===== src/rtl/regfile_write_arbiter.sv =====
// Register-file write port arbiter: the processor owns the port by default; the
// external writer queues into a small FIFO and uses free slots or a forced stall.
module regfile_write_arbiter #(
  parameter int DEPTH        = 4,
  parameter int STARVE_LIMIT = 16
) (
  input  logic        clk,
  input  logic        reset_n,
  input  logic        cpu_we,
  input  logic [4:0]  cpu_rd,
  input  logic [31:0] cpu_data,
  input  logic        ext_req,
  input  logic [4:0]  ext_rd,
  input  logic [31:0] ext_data,
  output logic        ext_ack,
  output logic        rf_we,
  output logic [4:0]  rf_rd,
  output logic [31:0] rf_data,
  output logic        cpu_stall,
  output logic [4:0]  pending
);

  localparam int              AW      = (DEPTH > 1) ? $clog2(DEPTH) : 1;
  localparam logic [4:0]      FULL    = 5'(DEPTH);
  localparam logic [7:0]      BLK_MAX = 8'(STARVE_LIMIT - 1);

  typedef enum logic [1:0] {IDLE, PEND, FORCE} state_t;

  state_t          state, state_next;
  logic [AW-1:0]   wr_ptr, rd_ptr;
  logic [4:0]      count, count_next;
  logic [7:0]      blk_cnt, blk_cnt_next;
  logic            push, pop;
  logic [4:0]      fifo_rd   [DEPTH];
  logic [31:0]     fifo_data [DEPTH];

  // Acceptance looks only at registered occupancy, so a pop in the same cycle
  // never frees a slot early.
  assign ext_ack = reset_n & ext_req & (count != FULL);
  assign push    = ext_ack & (ext_rd != 5'd0);
  assign pending = count;

  always_comb begin
    // NOTE: every output of this block gets a default first so no path leaves
    // a signal unassigned and infers a latch.
    state_next   = state;
    blk_cnt_next = blk_cnt;
    pop          = 1'b0;
    rf_we        = 1'b0;
    rf_rd        = 5'd0;
    rf_data      = 32'd0;
    cpu_stall    = 1'b0;

    unique case (state)
      IDLE: begin
        blk_cnt_next = 8'd0;
        if (cpu_we) begin
          rf_we   = 1'b1;
          rf_rd   = cpu_rd;
          rf_data = cpu_data;
        end
        if (push) state_next = PEND;
      end
      PEND: begin
        if (cpu_we) begin
          rf_we   = 1'b1;
          rf_rd   = cpu_rd;
          rf_data = cpu_data;
          // The counter saturates at its limit for the one cycle before FORCE.
          if (blk_cnt == BLK_MAX) state_next   = FORCE;
          else                    blk_cnt_next = blk_cnt + 8'd1;
        end else begin
          pop          = 1'b1;
          rf_we        = 1'b1;
          rf_rd        = fifo_rd[rd_ptr];
          rf_data      = fifo_data[rd_ptr];
          blk_cnt_next = 8'd0;
        end
      end
      FORCE: begin
        cpu_stall    = 1'b1;
        pop          = 1'b1;
        rf_we        = 1'b1;
        rf_rd        = fifo_rd[rd_ptr];
        rf_data      = fifo_data[rd_ptr];
        blk_cnt_next = 8'd0;
      end
      default: state_next = IDLE;
    endcase

    unique case ({push, pop})
      2'b10:   count_next = count + 5'd1;
      2'b01:   count_next = count - 5'd1;
      default: count_next = count;
    endcase

    if (pop) state_next = (count_next == 5'd0) ? IDLE : PEND;

    // Outputs are quiet for the whole reset, whatever the processor drives.
    if (!reset_n) begin
      rf_we     = 1'b0;
      rf_rd     = 5'd0;
      rf_data   = 32'd0;
      cpu_stall = 1'b0;
    end
  end

  always_ff @(posedge clk or negedge reset_n) begin
    // NOTE: sequential state uses non-blocking assignments so every register
    // samples the pre-edge values regardless of statement order.
    if (!reset_n) begin
      state   <= IDLE;
      count   <= 5'd0;
      wr_ptr  <= '0;
      rd_ptr  <= '0;
      blk_cnt <= 8'd0;
    end else begin
      state   <= state_next;
      count   <= count_next;
      blk_cnt <= blk_cnt_next;
      if (push) wr_ptr <= wr_ptr + 1'b1;
      if (pop)  rd_ptr <= rd_ptr + 1'b1;
    end
  end

  // NOTE: the storage array has no reset; pointers and count alone decide which
  // entries are valid, so reset discards contents without clearing them.
  always_ff @(posedge clk) begin
    if (push) begin
      fifo_rd[wr_ptr]   <= ext_rd;
      fifo_data[wr_ptr] <= ext_data;
    end
  end

endmodule


===== config.mk =====
export PLATFORM = sky130hd
export DESIGN_NAME = regfile_write_arbiter
export DESIGN_NICKNAME = d
export VERILOG_FILES = /design/src/rtl/regfile_write_arbiter.sv
export SDC_FILE = /design/constraint.sdc
export NUM_CORES = 1
export LEC_CHECK = 0
export BUFFER_PORTS_ARGS = -buffer_cell sky130_fd_sc_hd__buf_2
export CAP_MARGIN = 10
export CELL_PAD_IN_SITES_DETAIL_PLACEMENT = 1
export CELL_PAD_IN_SITES_GLOBAL_PLACEMENT = 2
export CORE_ASPECT_RATIO = 1.75
export CORE_UTILIZATION = 26
export DETAILED_ROUTE_END_ITERATION = 12
export GPL_TIMING_DRIVEN = 0
export HOLD_SLACK_MARGIN = 0.02
export PLACE_DENSITY = 0.59
export SETUP_SLACK_MARGIN = 0.5
export SYNTH_ARGS = -nofsm -noshare
export SYNTH_HDL_FRONTEND = slang
export SYNTH_SLANG_ARGS = --single-unit

===== constraint.sdc =====
create_clock -name clk -period 3.1 [get_ports clk]
set_input_delay 0.31 -clock clk [delete_from_list [all_inputs] [get_ports clk]]
set_output_delay 0.31 -clock clk [all_outputs]
set_load 0.1 [all_outputs]

* Word level (Yosys, flattened, before mapping) *
Memory sizes are Yosys's and may differ from the RTL's.
Cells that the tools add are included.
W data, S select, Z words.

storage, ports and cells
  flip-flop bits (word level) = 19
  bits in writable memories = 148
  bits of input ports = 78
  output and inout bits = 45
  memories kept = 2

memories
  memory     depth  bits a word  read ports  clocked after Yosys merged registers in  wr ports  RTL line  text
  fifo_data  4      32           1           0                                        1         35        logic [31:0] fifo_data [DEPTH];
  fifo_rd    4      5            1           0                                        1         34        logic [4:0] fifo_rd [DEPTH];

cells by class
  add/sub/neg operators = 5
  eq/ne operators = 11
  mux-type cells = 27
  bitwise gates (word level) = 3
  reduce and logical (&&, ||, !) cells = 8

operators with widths
  kind                   number
  $mux W32               3
  $pmux W32 S3           1
  $mux W8                2
  $pmux W8 S2            1
  $mux W5                3
  $pmux W5 S3            1
  $ne A3 B3 Y1 const B   4
  $pmux W5 S2            1
  $add A8 B1 Y8 const B  1
  $eq A8 B4 Y1 const B   1
  $mux W1                8
  $mux W2                4
  $pmux W2 S3            1
  $add A5 B1 Y5 const B  1
  $logic_not A5 Y1       1
  $ne A5 B3 Y1 const B   1
  $reduce_bool A5 Y1     1
  $sub A5 B1 Y5 const B  1
  $add A2 B1 Y2 const B  2
  $eq A2 B1 Y1 const B   2
  $eq A2 B2 Y1 const B   2
  $pmux W1 S2            2
  $reduce_and A4 Y1      1
  $reduce_or A2 Y1       2
  other kinds (5)        7

* Depth between registers and ports, before layout *
Gate-level depths: netlist of run 1.

  word-level depth = 8
  gate-level depth with buffers = 13
  depth with buffers taken out = 12

* Worst setup path before layout of run 1 *
OpenSTA, ideal clock, no wires.

  path type = reg2reg
  start = register count[0], in the netlist pending[0]
  end = register state[0]
  setup time = 121 ps
  arrival = 5097 ps
  data required time = 2979 ps
  slack = -2117 ps
  stages on the path, launching flop included = 12
  path buffers = 0
  period minus slack after synthesis = 5217 ps
  cells stage by stage = dfrtp_1 nor4_1 a21oi_1 o21a_1 inv_1 ha_1 fa_1 xnor2_1 a21oi_1 or4b_1 a2111o_1 a22o_1

on the way
  longest elaborated chain between the ends = 8
  elaborated cells on any way between the ends = 13
  classes of those cells = add/sub (2); eq/ne (4); mux (3); bitwise (2); reduce/logical (2)

ends and longest elaborated chain
  element                                              RTL line  text
  start, declared                                      31        logic [4:0] count, count_next;
  start signal, assigned                               119       count <= count_next;
  $ne A5 B3 Y1 (*)                                     39        assign ext_ack = reset_n & ext_req & (count != FULL);
  $and A1 B1 Y1 (*)                                    39
  via ext_ack                                          15        output logic ext_ack,
  $and A1 B1 Y1 (*)                                    40        assign push = ext_ack & (ext_rd != 5'd0);
  $eq A2 B1 Y1 / $eq A2 B2 Y1 (equally long branches)  91        unique case ({push, pop})
  $pmux W5 S2 (*)                                      91
  via count_next[2]                                    31
  $logic_not A5 Y1 (*)                                 97        if (pop) state_next = (count_next == 5'd0) ? IDLE : PEND;
  $mux W1 (*)                                          97
  $mux W2 (*)                                          97
  end signal, assigned                                 118       state <= state_next;
  end, declared                                        29        state_t state, state_next;

Mark *: on every way through the listed nets, which the timed path passes. The rest lies on a longest branch.
A chain may end at the register's enable or synchronous reset.

* Worst setup path in the final report of run 1 *
  start = register state[1]
  end = register state[0]

on the way
  longest elaborated chain between the ends = 7
  elaborated cells on any way between the ends = 16
  classes of those cells = eq/ne (8); mux (5); reduce/logical (3)

ends and longest elaborated chain
  element                                              RTL line  text
  $eq A2 B2 Y1 / $eq A2 B1 Y1 (equally long branches)  54        unique case (state)
  $pmux W1 S2 (*)                                      54
  via pop                                              33        logic push, pop;
  $eq A2 B1 Y1 / $eq A2 B2 Y1 (equally long branches)  91
  $pmux W5 S2 (*)                                      91
  via count_next[2]                                    31
  $logic_not A5 Y1 (*)                                 97
  $mux W1 (*)                                          97
  $mux W2 (*)                                          97

Marks and branches as above.

==> impl_metrics.tcl, run 1 <==
set metrics [dict create \
    rows 79 \
    crit_slowest_cell "or4b_1" \
    fin_util_pct 37.6 \
    placed_area_um2 8500 \
    crit_family "compound AO/OA/AOI/OAI gates" \
    start_util_pct 26.6 \
    switchingPower_w 0.00423 \
    totalWireLength_mm 18.9 \
    slew_headroom_pct 22.0 \
    synth.avg_cell_area_um2 16.9 \
    coreArea_um2 26700 \
    grt_max_degree 38 \
    die_x_um 127 \
    critPathArrivalTime_ps 3380 \
    required_ps 3420 \
    internal_power_w 0.00603 \
    status "complete, no violations" \
    viasPerCell 4.75 \
    period_share_pct 98.8 \
    end_kind "register" \
    num_vias 4422 \
    die_h_um 221 \
    grt_pass1_vias 5006 \
    io-pin-count 123 \
    path_class "reg -> reg" \
    antenna_left 0 \
    final_cell_area_um2 10000 \
    yosys_warnings 0 \
    clock-sinks 167 \
    max_stage_delay_ps 520 \
    clkLatencyLatePin_ps 430 \
    ys_ff_latch 167 \
    multi_input_area_um2 2630 \
    syn-num-nets 514 \
    synth-main-ff-cell "edfxtp_1" \
    worstHoldPathType "in -> reg" \
    port_buffers 122 \
    yosysSeqAreaShare_pct 69.2 \
    hold_violations 0 \
    dpl.hpwl_mm 12.6 \
    synth-edff-count 148 \
    wire_per_inst_um 20.3 \
    numCtsBuffers 17 \
    synthCells 420 \
    critPathMaxFanout 3 \
    p_seq_share_pct 28.5 \
    fillerInstances 2675 \
    nNetsFinal 686 \
    clock_path_buffers 2 \
    clk_pin_slew_ps 60 \
    synth_area_um2 7110 \
    rsz0062_at_grt "true" \
    switching_share_pct 41.2 \
    slew_viol_final 0 \
    cp_num_buf_inv 3 \
    drt-initial-drc-count 194 \
    cp-start-kind "register" \
    drc 0 \
    antenna_found_initial 2 \
    max_freq_ghz 0.327 \
    ir_drop_mv 0.539 \
    grt_overflow_total 0 \
    skew_ps 9.09 \
    die-area_um2 28000 \
    h-tree-depth 4 \
    critical_path.cell_chain "buf_6, ha_4, a21o_4, buf_12, nand2_8, inv_4, ha_4, fa_2, xnor2_2, a21oi_2, or4b_1, a2111o_1, a22o_1" \
    clock-root-buffer "clkbuf_16" \
    crit_path_frequent_cell "ha_4" \
    p_per_area_nw_per_um2 1020 \
    post-route-min-period_ps 3060 \
    ys_types 47 \
    seq_area_um2 4940 \
    worst_pin_slew_ps 1170 \
    clock_power_share_pct 20.1 \
    cts_tree "done" \
    p_comb_share_pct 51.4 \
    async_reset_ff_share_pct 11.4 \
    gp_congestion 0.744 \
    setup_viol 0 \
    grt_pass1_wl_mm 29.1 \
    grt_use_total_pct 14.5 \
    p_leak_nw 3.53 \
    drive_above_1_share_pct 56.0 \
    drt_pre_antenna_iters 4 \
    drv_cap 0 \
    syn2layout_area_growth_pct 41.4 \
]
[sequential cells by signal, indices dropped and copies added (netlist names)]
signal	flops
fifo_data	128
fifo_rd	20
blk_cnt	8
pending	5
rd_ptr	2
state	2
wr_ptr	2
[layout make-up]
| class | count | share of cell area, % |
|---|---|---|
| Antenna cell | 2 | 0.0498 |
| Buffer | 20 | 2.23 |
| Clock buffer | 24 | 4.80 |
| Clock inverter | 8 | 0.971 |
| Inverter | 9 | 0.386 |
| Multi-Input combinational cell | 224 | 26.2 |
| Sequential cell | 167 | 49.1 |
| Tap cell | 324 | 4.04 |
| Timing Repair Buffer | 153 | 12.2 |
[logic make-up (layout without fill, tap and decap cells)]
logic type / count (synthesis) / in the layout / share of synthesized area, %
flops: 167 / 167 / 69.2
simple gates: 88 / 88 / 5.85
compound gates: 75 / 75 / 7.64
mux: 39 / 39 / 12.0
buf+inv: 29 / 214 / 1.60
fa+ha+maj: 16 / 16 / 2.92
xor+xnor: 6 / 6 / 0.739
other cells: 0 / 2 / 0
[synth_stat cells, drive strengths merged, types with 2 or more instances]
cell / instances / area, um2
edfxtp: 148 / 4440
nor2: 46 / 173
a22oi: 37 / 278
mux4: 37 / 833
dfrtp: 19 / 475
ha: 15 / 188
clkbuf: 14 / 52.6
nand2: 12 / 45.0
o21ai: 11 / 55.1
inv: 9 / 33.8
a21oi: 6 / 30.0
buf: 6 / 27.5
and2: 5 / 31.3
xnor2: 5 / 43.8
a21o: 4 / 30.0
nand3: 4 / 20.0
and3: 3 / 18.8
nand3b: 3 / 22.5
nor2b: 3 / 18.8
o31ai: 3 / 22.5
a22o: 2 / 17.5
a31oi: 2 / 12.5
nand2b: 2 / 12.5
nor3: 2 / 10.0
or3: 2 / 12.5
[repair_timing]
action | in CTS | in global routing
gates resized for setup | 171 | 30
buffers inserted | 22 | 5
pin swaps | 11 | 10
endpoints found under the setup margin | 45 | 34
hold buffers | 1 | 0
hold endpoints to repair | 19 | 0
[worst reg2reg max path, cell delays in order, from the launching register on]
cell,delay (ps)
dfrtp_1,410
buf_6,130
ha_4,150
a21o_4,190
buf_12,130
nand2_8,70
inv_4,30
ha_4,160
fa_2,410
xnor2_2,180
a21oi_2,80
or4b_1,520
a2111o_1,300
a22o_1,190
[power by group through the flow]
stage	combinational, W	sequential, W	clock [W]
finish	0.00527	0.00292	0.00206
global route	0.00561	0.00295	0.00218
CTS	0.00514	0.00293	0.00212
detailed placement	0.00429	0.00298	0
global placement	0.00421	0.00296	0
floorplan	0.00311	0.00316	0
[stage by stage]
stage / hold WS (ps) / setup WS (ps) / power, W / std cells / setup TNS, ps
floorplan: 14.4 / -377 / 0.00627 / 420 / -377
global placement: 350 / -873 / 0.00717 / 866 / -9860
detailed placement: 347 / -927 / 0.00727 / 869 / -11610
CTS: 72.9 / 28.3 / 0.0102 / 924 / 0
global route: 79.3 / -43.6 / 0.0107 / 931 / -43.6
finish: 96.9 / 38.3 / 0.0103 / 931 / 0
[routing by layer]
metal / GRT usage (%) / up-vias / wire [um]
li1: - / 2035 / -
met1: 15.0 / 2272 / 7010
met2: 27.9 / 91 / 10800
met3: 2.93 / 24 / 635
met4: 6.75 / 0 / 451
met5: 0 / - / 0
[final timing paths]
| path | slack, ps | cells after the start | to | startpoint |
|---|---|---|---|---|
| setup reg to reg | 40 | 13 | state[0] | state[1] |
| max in group asynchronous | 1630 | 2 | pending[4] | reset_n |
| hold / removal | 100 | 1 | fifo_data[1][7] | ext_data[7] |
| min in group asynchronous | 740 | 2 | rd_ptr[1] | reset_n |
| hold reg to reg | 500 | 1 | blk_cnt[7] | blk_cnt[7] |
| setup / recovery | 40 | 13 | state[0] | state[1] |
[layout by cell type, fill, tap and decap left out, types with 3 or more instances in the layout]
cell / count
and3_1: 3
buf_6: 9
o21ai_1: 3
xnor2_1: 4
buf_8: 23
a21oi_1: 3
o21ai_0: 8
clkbuf_8: 8
clkbuf_4: 6
nand3_1: 4
and2_2: 4
ha_1: 9
nand3b_1: 3
clkbuf_1: 4
buf_12: 7
nand2_1: 11
nor2_4: 31
buf_2: 85
a21o_1: 3
buf_4: 33
dfrtp_1: 13
nor2_2: 8
clkbuf_16: 18
ha_4: 5
nor2b_1: 3
inv_1: 5
a22oi_2: 31
a22oi_1: 6
edfxtp_1: 148
nor2_1: 7
mux4_2: 37
o31ai_1: 3
dfrtp_4: 4
Note: power is estimated with default switching activity, not from simulation.
==> run 2: changes to the inputs <==
--- a/config.mk
+++ b/config.mk
@@ -11,6 +11,7 @@
 export CELL_PAD_IN_SITES_GLOBAL_PLACEMENT = 2
 export CORE_ASPECT_RATIO = 1.75
 export CORE_UTILIZATION = 26
+export CTS_BUF_LIST = sky130_fd_sc_hd__clkbuf_4
 export DETAILED_ROUTE_END_ITERATION = 12
 export GPL_TIMING_DRIVEN = 0
 export HOLD_SLACK_MARGIN = 0.02
==> impl_metrics.tcl, run 2 (same netlist as run 1, synthesis figures left out) <==
set metrics [dict create \
    end_kind "register" \
    switching_share_pct 42.4 \
    grt_pass1_wl_mm 30.5 \
    internal_power_w 0.00597 \
    clock-sinks 167 \
    slew_headroom_pct 21.4 \
    skew_ps 28.9 \
    switchingPower_w 0.00440 \
    path_class "reg -> reg" \
    worstHoldPathType "in -> reg" \
    totalWireLength_mm 20.2 \
    clock-root-buffer "clkbuf_4" \
    p_comb_share_pct 60.0 \
    coreArea_um2 26700 \
    critical_path.cell_chain "buf_6, ha_4, a21o_4, buf_12, nand2_8, inv_4, ha_4, fa_2, xnor2_2, a21oi_2, or4b_1, a2111o_1, a22o_1" \
    status "finished with violations" \
    max_stage_delay_ps 520 \
    largest_reg_flops 128 \
    p_seq_share_pct 28.2 \
    ir_drop_mv 0.359 \
    cp-start-kind "register" \
    clock_path_buffers 2 \
    die-area_um2 28000 \
    crit_family "compound AO/OA/AOI/OAI gates" \
    most-common-layout-cells "edfxtp_1, buf_2, buf_12, nor2_4, dlygate4sd3_1" \
    start_util_pct 26.6 \
    hold_violations 0 \
    max_freq_ghz 0.318 \
    placed_area_um2 8500 \
    numCtsBuffers 17 \
    final_common_cell "edfxtp_1" \
    drc 0 \
    top_register "fifo_data" \
    setup_viol 1 \
    grt_use_total_pct 15.1 \
    p_per_area_nw_per_um2 957 \
    syn2layout_area_growth_pct 52.5 \
    antenna_left 0 \
    cp_num_buf_inv 3 \
    critPathArrivalTime_ps 3620 \
    h-tree-depth 4 \
    violations "negative setup slack" \
    crit_slowest_cell "or4b_1" \
    finalPower_w 0.0104 \
    io-pin-count 123 \
    port_buffers 122 \
    dpl.hpwl_mm 12.6 \
    final_cell_area_um2 10800 \
    drv_cap 0 \
    fillerInstances 2649 \
    clkLatencyLatePin_ps 580 \
    drt_pre_antenna_iters 4 \
    grt_pass1_vias 5256 \
    gp_congestion 0.744 \
    critPathMaxFanout 4 \
    worst_slack_ps -46.2 \
    worst_pin_slew_ps 1180 \
    multi_input_area_um2 2730 \
    num_vias 4688 \
    p_leak_nw 3.80 \
    cts_tree "done" \
    nNetsFinal 738 \
    seq_area_um2 4940 \
    wire_per_inst_um 20.6 \
    grt_max_degree 38 \
    clk_pin_slew_ps 150 \
    viasPerCell 4.77 \
    reg_top3 "fifo_data: 128 flops, fifo_rd: 20 flops, blk_cnt: 8 flops" \
    post-route-min-period_ps 3150 \
    final.setup.tns_ps -46.2 \
    rows 79 \
    drive_above_1_share_pct 55.3 \
    die_x_um 127 \
    required_ps 3570 \
    crit_path_frequent_cell "ha_4" \
    clock_power_share_pct 11.8 \
    period_share_pct 101 \
    antenna_found_initial 1 \
    slew_viol_final 0 \
    die_h_um 221 \
    grt_overflow_total 0 \
    drt-initial-drc-count 165 \
    rsz0062_at_grt "true" \
]
==> run 2: per-stage QoR <==
stage,worst slack (ps),cells,hold WS (ps),util (%)
global route,-95.5,982,274,40.6
finish,-46.2,982,273,40.6
global placement,-873,866,350,31.6
detailed placement,-927,869,347,31.8
CTS,22.0,973,213,38.8
floorplan,-377,420,14.4,-
==> run 2: power groups by stage <==
stage / sequential, W / clock [W] / combinational (W)
after floorplan: 0.00316 / 0 / 0.00311
after global placement: 0.00296 / 0 / 0.00421
after detailed placement: 0.00298 / 0 / 0.00429
after CTS: 0.00292 / 0.00127 / 0.00574
after global routing: 0.00295 / 0.00133 / 0.00657
final: 0.00292 / 0.00123 / 0.00623
==> run 2: worst paths after layout <==
| check | start | end | slack [ps] | depth (start not counted) |
|---|---|---|---|---|
| worst min register to register | blk_cnt[7] | blk_cnt[7] | 510 | 1 |
| max in group asynchronous | reset_n | pending[4] | 1780 | 2 |
| worst min-delay path | cpu_we | blk_cnt[0] | 270 | 5 |
| min in group asynchronous | reset_n | state[0] | 580 | 2 |
| worst max register to register | state[1] | state[0] | -50 | 13 |
| worst max-delay path | state[1] | state[0] | -50 | 13 |
==> run 2: timing repair <==
action / in CTS / in global routing
endpoints found under the setup margin: 45 / 40
gates resized for setup: 231 / 100
endpoints found under the hold margin: 167 / 0
hold buffers: 38 / 0
gates cloned: 3 / 1
pin swaps: 37 / 45
setup buffers: 31 / 7
==> run 2: routing by layer <==
metal	vias up	global-route usage (%)	wire length, um
met5	-	0	0
met4	0	5.91	377
met3	19	2.83	536
met2	103	29.6	11700
met1	2427	15.7	7610
li1	2139	-	-
==> run 2: cell type report <==
| type | instances | share of cell area, % |
|---|---|---|
| repair buffers | 205 | 19.4 |
| well taps | 324 | 3.74 |
| clock buffers | 21 | 1.45 |
| flip-flops and latches | 167 | 45.6 |
| clock inverters | 11 | 1.00 |
| plain buffers | 20 | 3.24 |
| multi-input cells | 224 | 25.2 |
| diodes | 1 | 0.0231 |
| inverters | 9 | 0.381 |
==> run 2: worst min-delay path, cell delays in order <==
cell,delay (ps)
buf_2,120
nand2_1,70
o32ai_2,140
nand2_1,90
o21ai_0,70
==> run 3: changes to the inputs <==
--- a/config.mk
+++ b/config.mk
@@ -16,7 +16,7 @@
 export GPL_TIMING_DRIVEN = 0
 export HOLD_SLACK_MARGIN = 0.02
 export PLACE_DENSITY = 0.59
-export SETUP_SLACK_MARGIN = 0.5
+export SETUP_SLACK_MARGIN = 0.1
 export SYNTH_ARGS = -nofsm -noshare
 export SYNTH_HDL_FRONTEND = slang
 export SYNTH_SLANG_ARGS = --single-unit
==> impl_metrics.tcl, run 3 (same netlist as run 1, synthesis figures left out) <==
set metrics [dict create \
    cts_tree "done" \
    antenna_left 0 \
    coreArea_um2 26700 \
    clock_power_share_pct 15.2 \
    grt_pass1_wl_mm 29.0 \
    p_comb_share_pct 52.0 \
    final_common_cell "edfxtp_1" \
    final_cell_area_um2 9500 \
    dpl.hpwl_mm 12.6 \
    nNetsFinal 719 \
    required_ps 3570 \
    antenna_found_initial 2 \
    clkLatencyLatePin_ps 570 \
    grt_use_total_pct 14.2 \
    viasPerCell 4.71 \
    cp-start-kind "register" \
    num_vias 4535 \
    largest_reg_flops 128 \
    rows 79 \
    period_share_pct 98.5 \
    top_register "fifo_data" \
    p_leak_nw 3.45 \
    placed_area_um2 8350 \
    h-tree-depth 4 \
    switchingPower_w 0.00388 \
    internal_power_w 0.00496 \
    clock_path_buffers 2 \
    skew_ps 17.8 \
    clock-sinks 167 \
    worst_pin_slew_ps 1020 \
    die_x_um 127 \
    die_h_um 221 \
    setup_viol 0 \
    status "complete, no violations" \
    p_seq_share_pct 32.8 \
    reg_top3 "fifo_data: 128 flops, fifo_rd: 20 flops, blk_cnt: 8 flops" \
    start_util_pct 26.6 \
    totalWireLength_mm 19.1 \
    gp_congestion 0.725 \
    switching_share_pct 43.9 \
    final.setup.tns_ps 0 \
    port_buffers 122 \
    post-place-ws_ps -1130 \
    drc 0 \
    p_per_area_nw_per_um2 930 \
    finalPower_w 0.00884 \
    grt_max_degree 29 \
    drive_above_1_share_pct 45.8 \
    grt_pass1_vias 5021 \
    die-area_um2 28000 \
    rsz0062_at_grt "true" \
    drt_pre_antenna_iters 6 \
    numCtsBuffers 17 \
    wire_per_inst_um 19.9 \
    critPathArrivalTime_ps 3530 \
    post-route-min-period_ps 3050 \
    hold_violations 0 \
    end_kind "register" \
    ir_drop_mv 0.385 \
    drt-initial-drc-count 191 \
    grt_overflow_total 0 \
    worst_slack_ps 47.6 \
    syn2layout_area_growth_pct 33.6 \
    drv_cap 0 \
    slew_headroom_pct 31.8 \
    path_class "reg -> reg" \
    slew_viol_final 0 \
    clk_pin_slew_ps 140 \
    io-pin-count 123 \
    worstHoldPathType "in -> reg" \
    clock-root-buffer "clkbuf_4" \
    critPathMaxFanout 4 \
    max_freq_ghz 0.328 \
    most-common-layout-cells "edfxtp_1, buf_2, dlygate4sd3_1, mux4_2, a22oi_1" \
]
-- run 3: final cells by class --
class                           instances  area, um2
Sequential cell                       167       4940
Timing Repair Buffer                  186       1410
Inverter                                9       38.8
Multi-Input combinational cell        224       2270
Tap cell                              324        405
Fill cell                            2826      17200
Buffer                                 20        138
Clock inverter                         12        149
Antenna cell                            1       2.50
Clock buffer                           20        150
-- run 3: per-layer routing --
layer  track usage, %  part of all wire [%]  vias up
li1                 -                     -     2095
met1             15.6                    38     2335
met2             27.2                    57       86
met3             2.80                   3.3       17
met4             4.52                   1.2        2
met5                0                 0.068        -
-- run 3: path summary, 6_finish.rpt --
path | slack (ps) | endpoint | cells after the start | from
setup / recovery | 50 | state[0] | 13 | state[1]
hold / removal | 330 | blk_cnt[0] | 5 | cpu_we
setup reg to reg | 50 | state[0] | 13 | state[1]
hold reg to reg | 500 | blk_cnt[7] | 1 | blk_cnt[7]
max in group asynchronous | 1840 | pending[3] | 2 | reset_n
min in group asynchronous | 520 | pending[2] | 2 | reset_n
-- run 3: stage by stage --
stage / cells / utilization (%) / hold slack, ps
after detailed placement: 870 / 31.3 / 340
final: 963 / 35.6 / 334
after global placement: 866 / 31.0 / 325
after floorplan: 420 / - / 14.4
after CTS: 962 / 35.3 / 240
after global routing: 963 / 35.6 / 299
-- run 3: power by group through the flow --
stage | sequential (W) | combinational (W) | clock (W)
after CTS | 0.00290 | 0.00461 | 0.00139
after detailed placement | 0.00297 | 0.00411 | 0
after floorplan | 0.00316 | 0.00294 | 0
after global placement | 0.00296 | 0.00402 | 0
final | 0.00290 | 0.00459 | 0.00134
after global routing | 0.00293 | 0.00490 | 0.00147
-- run 3: timing repair --
action,CTS,global route
buffers inserted,22,0
endpoints found under the hold margin,167,0
hold buffers,38,0
resized for setup,81,26
pin swaps,11,4
endpoints found under the setup margin,44,38
-- run 3: critical path, stage by stage (launching register included) --
cell      delay [ps]
dfrtp_1          450
buf_6            140
ha_4             150
a21o_4           200
buf_12           130
nand2_8           70
inv_4             30
ha_4             160
fa_2             350
xnor2_1          140
a21oi_1          100
or4b_4           520
a2111o_1         310
a22o_1           200
